`src/rtl/dip_led_ctrl.sv`:
```
// LED owner for the trainer board: debounced DIP mirror, host req/gnt
// override and a timed blinking flash whenever a DIP switch changes.
module dip_led_ctrl #(
  parameter int unsigned DEB_CYCLES   = 500000,
  parameter int unsigned HOLD_CYCLES  = 25000000,
  parameter int unsigned BLINK_CYCLES = 2500000
) (
  input  logic       clk,
  input  logic       rst_n,
  input  logic [7:0] trainer_dip,
  input  logic       host_req,
  input  logic [7:0] host_led,
  output logic       host_gnt,
  output logic [7:0] led,
  output logic [7:0] dip_stable,
  output logic       dip_changed
);

  localparam int unsigned DW = $clog2(DEB_CYCLES);
  localparam int unsigned HW = $clog2(HOLD_CYCLES);
  localparam int unsigned BW = $clog2(BLINK_CYCLES);

  localparam logic [DW-1:0] DEB_LAST   = DW'(DEB_CYCLES - 1);
  // Hold counts HOLD_CYCLES-1 down to 0 so the count fits in $clog2 bits.
  localparam logic [HW-1:0] HOLD_LAST  = HW'(HOLD_CYCLES - 1);
  localparam logic [BW-1:0] BLINK_LAST = BW'(BLINK_CYCLES - 1);

  typedef enum logic [1:0] {S_DIP, S_HOST, S_EVENT} state_e;

  state_e        state_q;
  logic [7:0]    sync1_q, sync_q, dip_stable_q, mask_q, led_q;
  logic [DW-1:0] deb_cnt_q, deb_cnt_d;
  logic [HW-1:0] hold_q;
  logic [BW-1:0] blink_cnt_q;
  logic          primed_q, dip_changed_q, gnt_q, phase_q;
  logic          commit, evt, blink_wrap, phase_d;
  logic [7:0]    change, mask_d;

  always_comb begin
    change    = sync_q ^ dip_stable_q;
    commit    = 1'b0;
    deb_cnt_d = deb_cnt_q + DW'(1);
    // sync1_q != sync_q means sync_q changes on this edge: restart counting.
    if (sync_q == dip_stable_q || sync1_q != sync_q) begin
      deb_cnt_d = '0;
    end else if (deb_cnt_q == DEB_LAST) begin
      commit    = 1'b1;
      deb_cnt_d = '0;
    end
    evt        = commit & primed_q;
    blink_wrap = (blink_cnt_q == BLINK_LAST);
    phase_d    = phase_q ^ blink_wrap;
    mask_d     = evt ? (mask_q | change) : mask_q;
  end

  always_ff @(posedge clk or negedge rst_n) begin
    if (!rst_n) begin
      sync1_q       <= '0;
      sync_q        <= '0;
      dip_stable_q  <= '0;
      deb_cnt_q     <= '0;
      primed_q      <= 1'b0;
      dip_changed_q <= 1'b0;
    end else begin
      sync1_q       <= trainer_dip;
      sync_q        <= sync1_q;
      deb_cnt_q     <= deb_cnt_d;
      dip_changed_q <= evt;
      if (commit) begin
        dip_stable_q <= sync_q;
        primed_q     <= 1'b1;
      end
    end
  end

  always_ff @(posedge clk or negedge rst_n) begin
    if (!rst_n) begin
      state_q     <= S_DIP;
      gnt_q       <= 1'b0;
      led_q       <= '0;
      mask_q      <= '0;
      hold_q      <= '0;
      blink_cnt_q <= '0;
      phase_q     <= 1'b0;
    end else begin
      case (state_q)
        S_DIP, S_HOST: begin
          if (evt) begin
            state_q     <= S_EVENT;
            gnt_q       <= 1'b0;
            mask_q      <= change;
            hold_q      <= HOLD_LAST;
            blink_cnt_q <= '0;
            phase_q     <= 1'b1;
            led_q       <= change;
          end else if (host_req) begin
            state_q <= S_HOST;
            gnt_q   <= 1'b1;
            led_q   <= host_led;
          end else begin
            state_q <= S_DIP;
            gnt_q   <= 1'b0;
            led_q   <= dip_stable_q;
          end
        end
        S_EVENT: begin
          if (!evt && hold_q == '0) begin
            mask_q      <= '0;
            blink_cnt_q <= '0;
            phase_q     <= 1'b0;
            if (host_req) begin
              state_q <= S_HOST;
              gnt_q   <= 1'b1;
              led_q   <= host_led;
            end else begin
              state_q <= S_DIP;
              gnt_q   <= 1'b0;
              led_q   <= dip_stable_q;
            end
          end else begin
            // A merged event widens the mask and restarts the hold, blink runs on.
            hold_q      <= evt ? HOLD_LAST : hold_q - HW'(1);
            mask_q      <= mask_d;
            blink_cnt_q <= blink_wrap ? '0 : blink_cnt_q + BW'(1);
            phase_q     <= phase_d;
            led_q       <= phase_d ? mask_d : '0;
          end
        end
        default: begin
          state_q <= S_DIP;
          gnt_q   <= 1'b0;
          led_q   <= '0;
        end
      endcase
    end
  end

  assign host_gnt    = gnt_q;
  assign led         = led_q;
  assign dip_stable  = dip_stable_q;
  assign dip_changed = dip_changed_q;

endmodule
```
`config.mk`:
```
export PLATFORM = sky130hd
export DESIGN_NAME = dip_led_ctrl
export DESIGN_NICKNAME = d
export VERILOG_FILES = /design/src/rtl/dip_led_ctrl.sv
export SDC_FILE = /design/constraint.sdc
export NUM_CORES = 1
export LEC_CHECK = 0
export ABC_AREA = 1
export CORE_MARGIN = 3
export CORE_UTILIZATION = 45
export DETAILED_ROUTE_END_ITERATION = 6
export GPL_ROUTABILITY_DRIVEN = 1
export PLACE_DENSITY_LB_ADDON = 0.3
export RECOVER_POWER = 100
export SETUP_SLACK_MARGIN = 0.05
export SLEW_MARGIN = 25
export SYNTH_ARGS = -nofsm -noshare
export SYNTH_HDL_FRONTEND = slang
export SYNTH_SLANG_ARGS = --single-unit
```
`constraint.sdc`:
```
create_clock -name clk -period 1.9 [get_ports clk]
set_clock_uncertainty 0.2 [all_clocks]
set_input_delay 0.285 -clock clk [delete_from_list [all_inputs] [get_ports clk]]
set_output_delay 0.285 -clock clk [all_outputs]
set_load 0.1 [all_outputs]
```
# == After elaboration in Yosys (flattened, before gate mapping) ==
# Cells that the tools add are included.
# word_totals
reg_bits,112
input_bits,19
word_cells,70
# classes
add_sub_neg,3
eq_ne,9
n_mux,32
n_bitwise,4
reduce_logical,9
# op_table
operator,n
25-bit 2-to-1 mux,3
22-bit 2-to-1 mux,3
8-bit 2-to-1 mux,7
25-bit case mux with 2 select lines,1
22-bit case mux with 2 select lines,1
19-bit 2-to-1 mux,2
8-bit case mux with 2 select lines,2
25-bit zero test,1
"25-bit by 1-bit subtractor with 25-bit output, second input constant",1
"22-bit by 1-bit adder with 22-bit output, second input constant",1
"22-bit equality test, second input constant",1
"19-bit by 1-bit adder with 19-bit output, second input constant",1
"19-bit equality test, second input constant",1
8-bit equality test,1
1-bit 2-to-1 mux,8
8-bit != test,1
8-bit OR,1
8-bit bitwise XOR,1
"2-bit != test, second input constant",3
2-bit 2-to-1 mux,2
1-bit case mux with 2 select lines,2
2-bit case mux with 2 select lines,1
3-bit AND reduction,1
"2-bit by 1-bit equality test with 1-bit output, second input constant",1
other kinds (10),10

# == Depth between registers and ports, before layout ==
# depth
ltp_word,8
ltp_mapped,14

# == Worst setup path before layout ==
# No wires, ideal clock.
# synth_path
kind,register -> register
from,reg dip_stable_q[4] (netlist: dip_stable[4])
to,reg mask_q[1]
setup_ns,0.126
arrival_time_ns,2.128
required_time_ns,1.574
slack_ns,-0.555
stages_incl_launch_ff,14
n_path_buf,2
cell_sequence,dfrtp_1 > inv_1 > nand2_1 > nand2_1 > nand2_1 > nor2_1 > nand2_1 > nand4_4 > nand2_2 > nand2_1 > buf_2 > buf_6 > nand2_1 > nand3_1
# synth_via
elab_chain_len,8
# synth_lines
item,line,source
from (decl),31,"logic [7:0] sync1_q, sync_q, dip_stable_q, mask_q, led_q;"
from (signal assigned),70,dip_stable_q <= sync_q;
8-bit equality test *,44,if (sync_q == dip_stable_q || sync1_q != sync_q) begin
1-bit logical OR *,44,
1-bit 2-to-1 mux *,44,
1-bit AND *,50,evt = commit & primed_q;
1-bit zero test,107,if (!evt && hold_q == '0) begin
1-bit logical AND,107,
8-bit 2-to-1 mux,107,
8-bit case mux with 2 select lines,86,case (state_q)
to (signal assigned),91,mask_q <= change;
to (signal assigned),123,mask_q <= mask_d;
to (decl),31,
# Mark *: on every way between the ends. The rest lies on a longest branch, timed or not.
# A chain may end at the register's enable or synchronous reset.

# == Worst setup path after layout ==
# layout_path
from,reg deb_cnt_q[0]
to,reg hold_q[18]
# layout_via
elab_chain_len,8
# layout_lines
item,line,source
from (decl),32,"logic [DW-1:0] deb_cnt_q, deb_cnt_d;"
from (signal assigned),67,deb_cnt_q <= deb_cnt_d;
19-bit equality test *,46,end else if (deb_cnt_q == DEB_LAST) begin
1-bit 2-to-1 mux *,46,
1-bit 2-to-1 mux *,44,
1-bit AND *,50,
1-bit zero test,107,
1-bit logical AND,107,
2-bit != test (no line),-,
3-bit AND reduction (no line),-,
to (signal assigned),122,hold_q <= evt ? HOLD_LAST : hold_q - HW'(1);
to (decl),33,logic [HW-1:0] hold_q;
# Mark *: on every way between the ends. The rest lies on a longest branch, timed or not. The select of a mux whose other input is x is not followed.

==> flow_summary.yaml <==
timing:
  hold_ws_ns: 0.209
  finalMaxSlewViolations: 0
  slew_headroom_pct: 27.2
  fin_crit_ns: 2.12
  timing.final.setup_violations: 81
  fin_ws_ns: -0.224
  maxClockFrequency_mhz: 471
  worst_pin_slew_ns: 1.09
  grt_setup_unrepaired: "yes"
  finalHoldViolations: 0
  post-route-period-util_pct: 112
route:
  detail_route.first_pass.iterations: 5
  met3_length_um: 1040
  drt_drc_violations_left: 0
  dr.first_iter.drc_count: 512
  met2_length_um: 8910
  drt-met1-wl_um: 8110
  route.top_layer_used: "met4"
  routed_via_density: 5.23
  route.detailed.wl_per_inst_um: 15.1
  detail-route-antenna-nets: 0
  num_vias: 6413
  finalWirelength_um: 18500
floorplanning:
  core-area_um2: 13600
  dieHeight_um: 125
  pin_count: 37
  die_area_um2: 15600
  initial_cell_density_of_the_core_pct: 46.9
  dieWidth_um: 125
  num_rows: 42
synthesis:
  synthesis.nets: 872
  synthMostInstantiatedCell: "sky130_fd_sc_hd__nand2_1"
  synth_sequential_area_ratio_pct: 43.6
  dominantRegCellSynth: "sky130_fd_sc_hd__dfrtp_1"
  synth.yosys.warnings: 0
  cell_types_with_the_highest_counts_after_synthesis: "sky130_fd_sc_hd__nand2_1, sky130_fd_sc_hd__dfrtp_1, sky130_fd_sc_hd__nor2_1"
  post-synth-top-area-fraction_pct: 43.6
  synth_register_bits: 111
  syn-cell-area_um2: 6360
  post-synth-top-area-cell: "sky130_fd_sc_hd__dfrtp_1"
  asyncSetResetFlopFracSynth_pct: 100
  synthCells: 849
  yosysUniqueCellTypes: 39
  postSynthAreaPerCell_um2: 7.50
  edff_count_synth: 0
  post_synth_main_area_contributors: "sky130_fd_sc_hd__dfrtp_1, sky130_fd_sc_hd__nand2_1, sky130_fd_sc_hd__nand3_1, sky130_fd_sc_hd__nor2_1, sky130_fd_sc_hd__inv_1"
clock_network:
  root_buffer: "sky130_fd_sc_hd__clkbuf_16"
  clk-insertion-delay-late_ns: 0.37
  cts_tree: "yes"
  cts_htree_levels: 3
  max-clock-path-buffers: 2
  sink_count_of_the_clock_tree: 111
  worst_setup_hold_path_clk_slew_ns: 0.08
  cts_buffers: 9
grt:
  grt_antenna_before_repair: 0
  grt_first_pass_wirelength_um: 28600
  grt_remaining_overflow: 0
  number_of_global_route_vias_before_repair: 6152
  grt_start_max_net_pins: 46
  groute.usage.overall_pct: 21.9
critical_path:
  r2r_end: "hold_q[18]"
  worstPathArrival_ns: 2.18
  category_of_the_critical_setup_timing_path: "flip-flop to flip-flop"
  critical_path.startpoint_type: "flip-flop"
  cp_max_fo: 8
  r2r-start: "deb_cnt_q[0]"
  worst_setup_path_end_kind: "flip-flop"
  worstPathRequired_ns: 1.96
  worst-r2r-cell-count: 13
  r2r_slack_ns: -0.22
pwr:
  peakVddDrop_uv: 720
  combPwrFrac_pct: 6.3
  p_leak_uw: 0.00460
  power_per_cell_area_nw_per_um2: 498
  sw_frac_of_total_pct: 26.3
  power.net_switching_uw: 1210
  power.sequential.fraction_pct: 52.2
  portion_of_total_power_attributed_to_the_clock_network_pct: 41.6
  internal_power_uw: 3400
placed_design:
  dp_cells: 1181
  gp_congestion: 0.936
  placement.cell_area_um2: 8230
  post-dp-hpwl_um: 11600
  io_buffer_count: 36
layout:
  antenna_cells_inserted: 0
  final_cell_area_um2: 9280
  instances_no_fill: 1226
  layout.nets: 1068
  syn2layout_area_growth_pct: 45.8
  final_layout_size_suffix_gt1_share_pct: 38.7
flow_run:
  drv.max_cap_violation_count: 0
min_path:
  worst_hold_path.num_cells: 0
  timing.hold.worst.class: "flip-flop to flip-flop"
  worst_hold_path.endpoint: "sync_q[2]"
  holdCritStartpoint: "sync1_q[2]"
outcome:
  failed_checks: "setup timing"
  run_status: "complete, but fails checks"
## layout make-up
cell class	count	area, µm²
repair buffers	204	1750
repair inverters	3	23.8
multi-input cells	621	3780
clock inverters	7	70.1
clock buffers	9	225
flip-flops and latches	111	2810
inverters	95	394
fillers	1036	4280
well taps	176	220
## layer usage
| layer | vias up | track usage, % |
|---|---|---|
| met5 | - | 0 |
| li1 | 3137 | - |
| met3 | 43 | 5.40 |
| met4 | 0 | 5.80 |
| met2 | 211 | 36.8 |
| met1 | 3022 | 28.6 |
## power groups by stage
stage          sequential, µW  combinational, µW  clock, µW
2_1_floorplan            2520               62.7          0
3_3_place_gp             2460                309          0
4_1_cts                  2410                319       1950
3_5_place_dp             2460                312          0
5_1_grt                  2410                318       2050
6_report                 2410                289       1920
## sequential cells by signal, summed over array words and instances (netlist names)
name and cells:
sync1_q 8, deb_cnt_q 19, state_q 2, hold_q 25, blink_cnt_q 22, phase_q 1, primed_q 1, led 8
mask_q 8, dip_stable 8, sync_q 8, dip_changed 1
## worst max-delay path: stages, from the launching register on
cell	delay, ns
sky130_fd_sc_hd__dfrtp_1	0.39
sky130_fd_sc_hd__ha_4	0.16
sky130_fd_sc_hd__nand2_4	0.07
sky130_fd_sc_hd__nor2_4	0.11
sky130_fd_sc_hd__nand3_2	0.10
sky130_fd_sc_hd__nor2_4	0.13
sky130_fd_sc_hd__nand4_4	0.18
sky130_fd_sc_hd__nor2_4	0.17
sky130_fd_sc_hd__inv_2	0.07
sky130_fd_sc_hd__nand2_8	0.11
sky130_fd_sc_hd__inv_8	0.06
sky130_fd_sc_hd__clkbuf_16	0.17
sky130_fd_sc_hd__nand2_4	0.05
sky130_fd_sc_hd__o21ai_2	0.04
## placed cells by master, fill, tap and decap left out, drive strengths merged
cell / Yosys / routed
nand3b: 9 / 9
o21ai: 67 / 67
a21oi: 12 / 12
o21a: 5 / 5
nor4: 5 / 5
xnor2: 8 / 8
nand4: 25 / 25
xor2: 22 / 22
nand2: 246 / 249
a31oi: 1 / 1
dlygate4sd3: 0 / 9
nor2: 95 / 95
nor4b: 1 / 1
ha: 4 / 4
dfrtp: 111 / 111
nor3: 29 / 29
clkinv: 1 / 5
clkdlybuf4s50: 0 / 9
nand3: 69 / 69
clkbuf: 7 / 25
o21bai: 8 / 8
o2111ai: 1 / 1
or2: 6 / 6
inv: 94 / 98
and3: 1 / 1
clkinvlp: 0 / 2
nor3b: 4 / 4
buf: 18 / 170
## how the worst max path moves through the flow
stage	slack [ns]	startpoint	depth (start not counted)	end
2_1_floorplan	-0.11	dip_stable[2]	14	hold_q[16]
6_report	-0.22	deb_cnt_q[0]	13	hold_q[18]
3_5_place_dp	-0.24	deb_cnt_q[0]	12	blink_cnt_q[6]
5_1_grt	-0.35	sync_q[2]	14	hold_q[23]
4_1_cts	-0.15	deb_cnt_q[1]	12	hold_q[12]
3_3_place_gp	-0.22	deb_cnt_q[0]	9	blink_cnt_q[2]
## repair_timing
| item | CTS | global route |
|---|---|---|
| cloned | 6 | 4 |
| setup buffers | 9 | 9 |
| endpoints found under the hold margin | 111 | 0 |
| hold buffers | 1 | 0 |
| resized for setup | 79 | 123 |
| pin swaps | 17 | 28 |
| setup endpoints to repair | 91 | 94 |
## cells by family after synthesis
group / Yosys count / synth area share, %
flip-flops: 111 / 43.6
AO/OA/AOI/OAI: 94 / 8.28
AND/OR/NAND/NOR: 490 / 34.9
adder cells (fa/ha/maj): 4 / 0.787
XOR/XNOR: 30 / 4.13
buffers and inverters: 120 / 8.26
## metrics by stage
stage / setup slack (ns) / util, % / total power, µW / TNS, ns
finish: -0.224 / 68.4 / 4610 / -10.82
global route: -0.349 / 68.4 / 4780 / -22.26
CTS: -0.153 / 66.0 / 4680 / -6.31
detailed placement: -0.242 / 60.7 / 2770 / -12.48
global placement: -0.216 / 60.7 / 2770 / -10.32
floorplan: -0.105 / - / 2580 / -4.51
(Power assumes the default switching activity.)
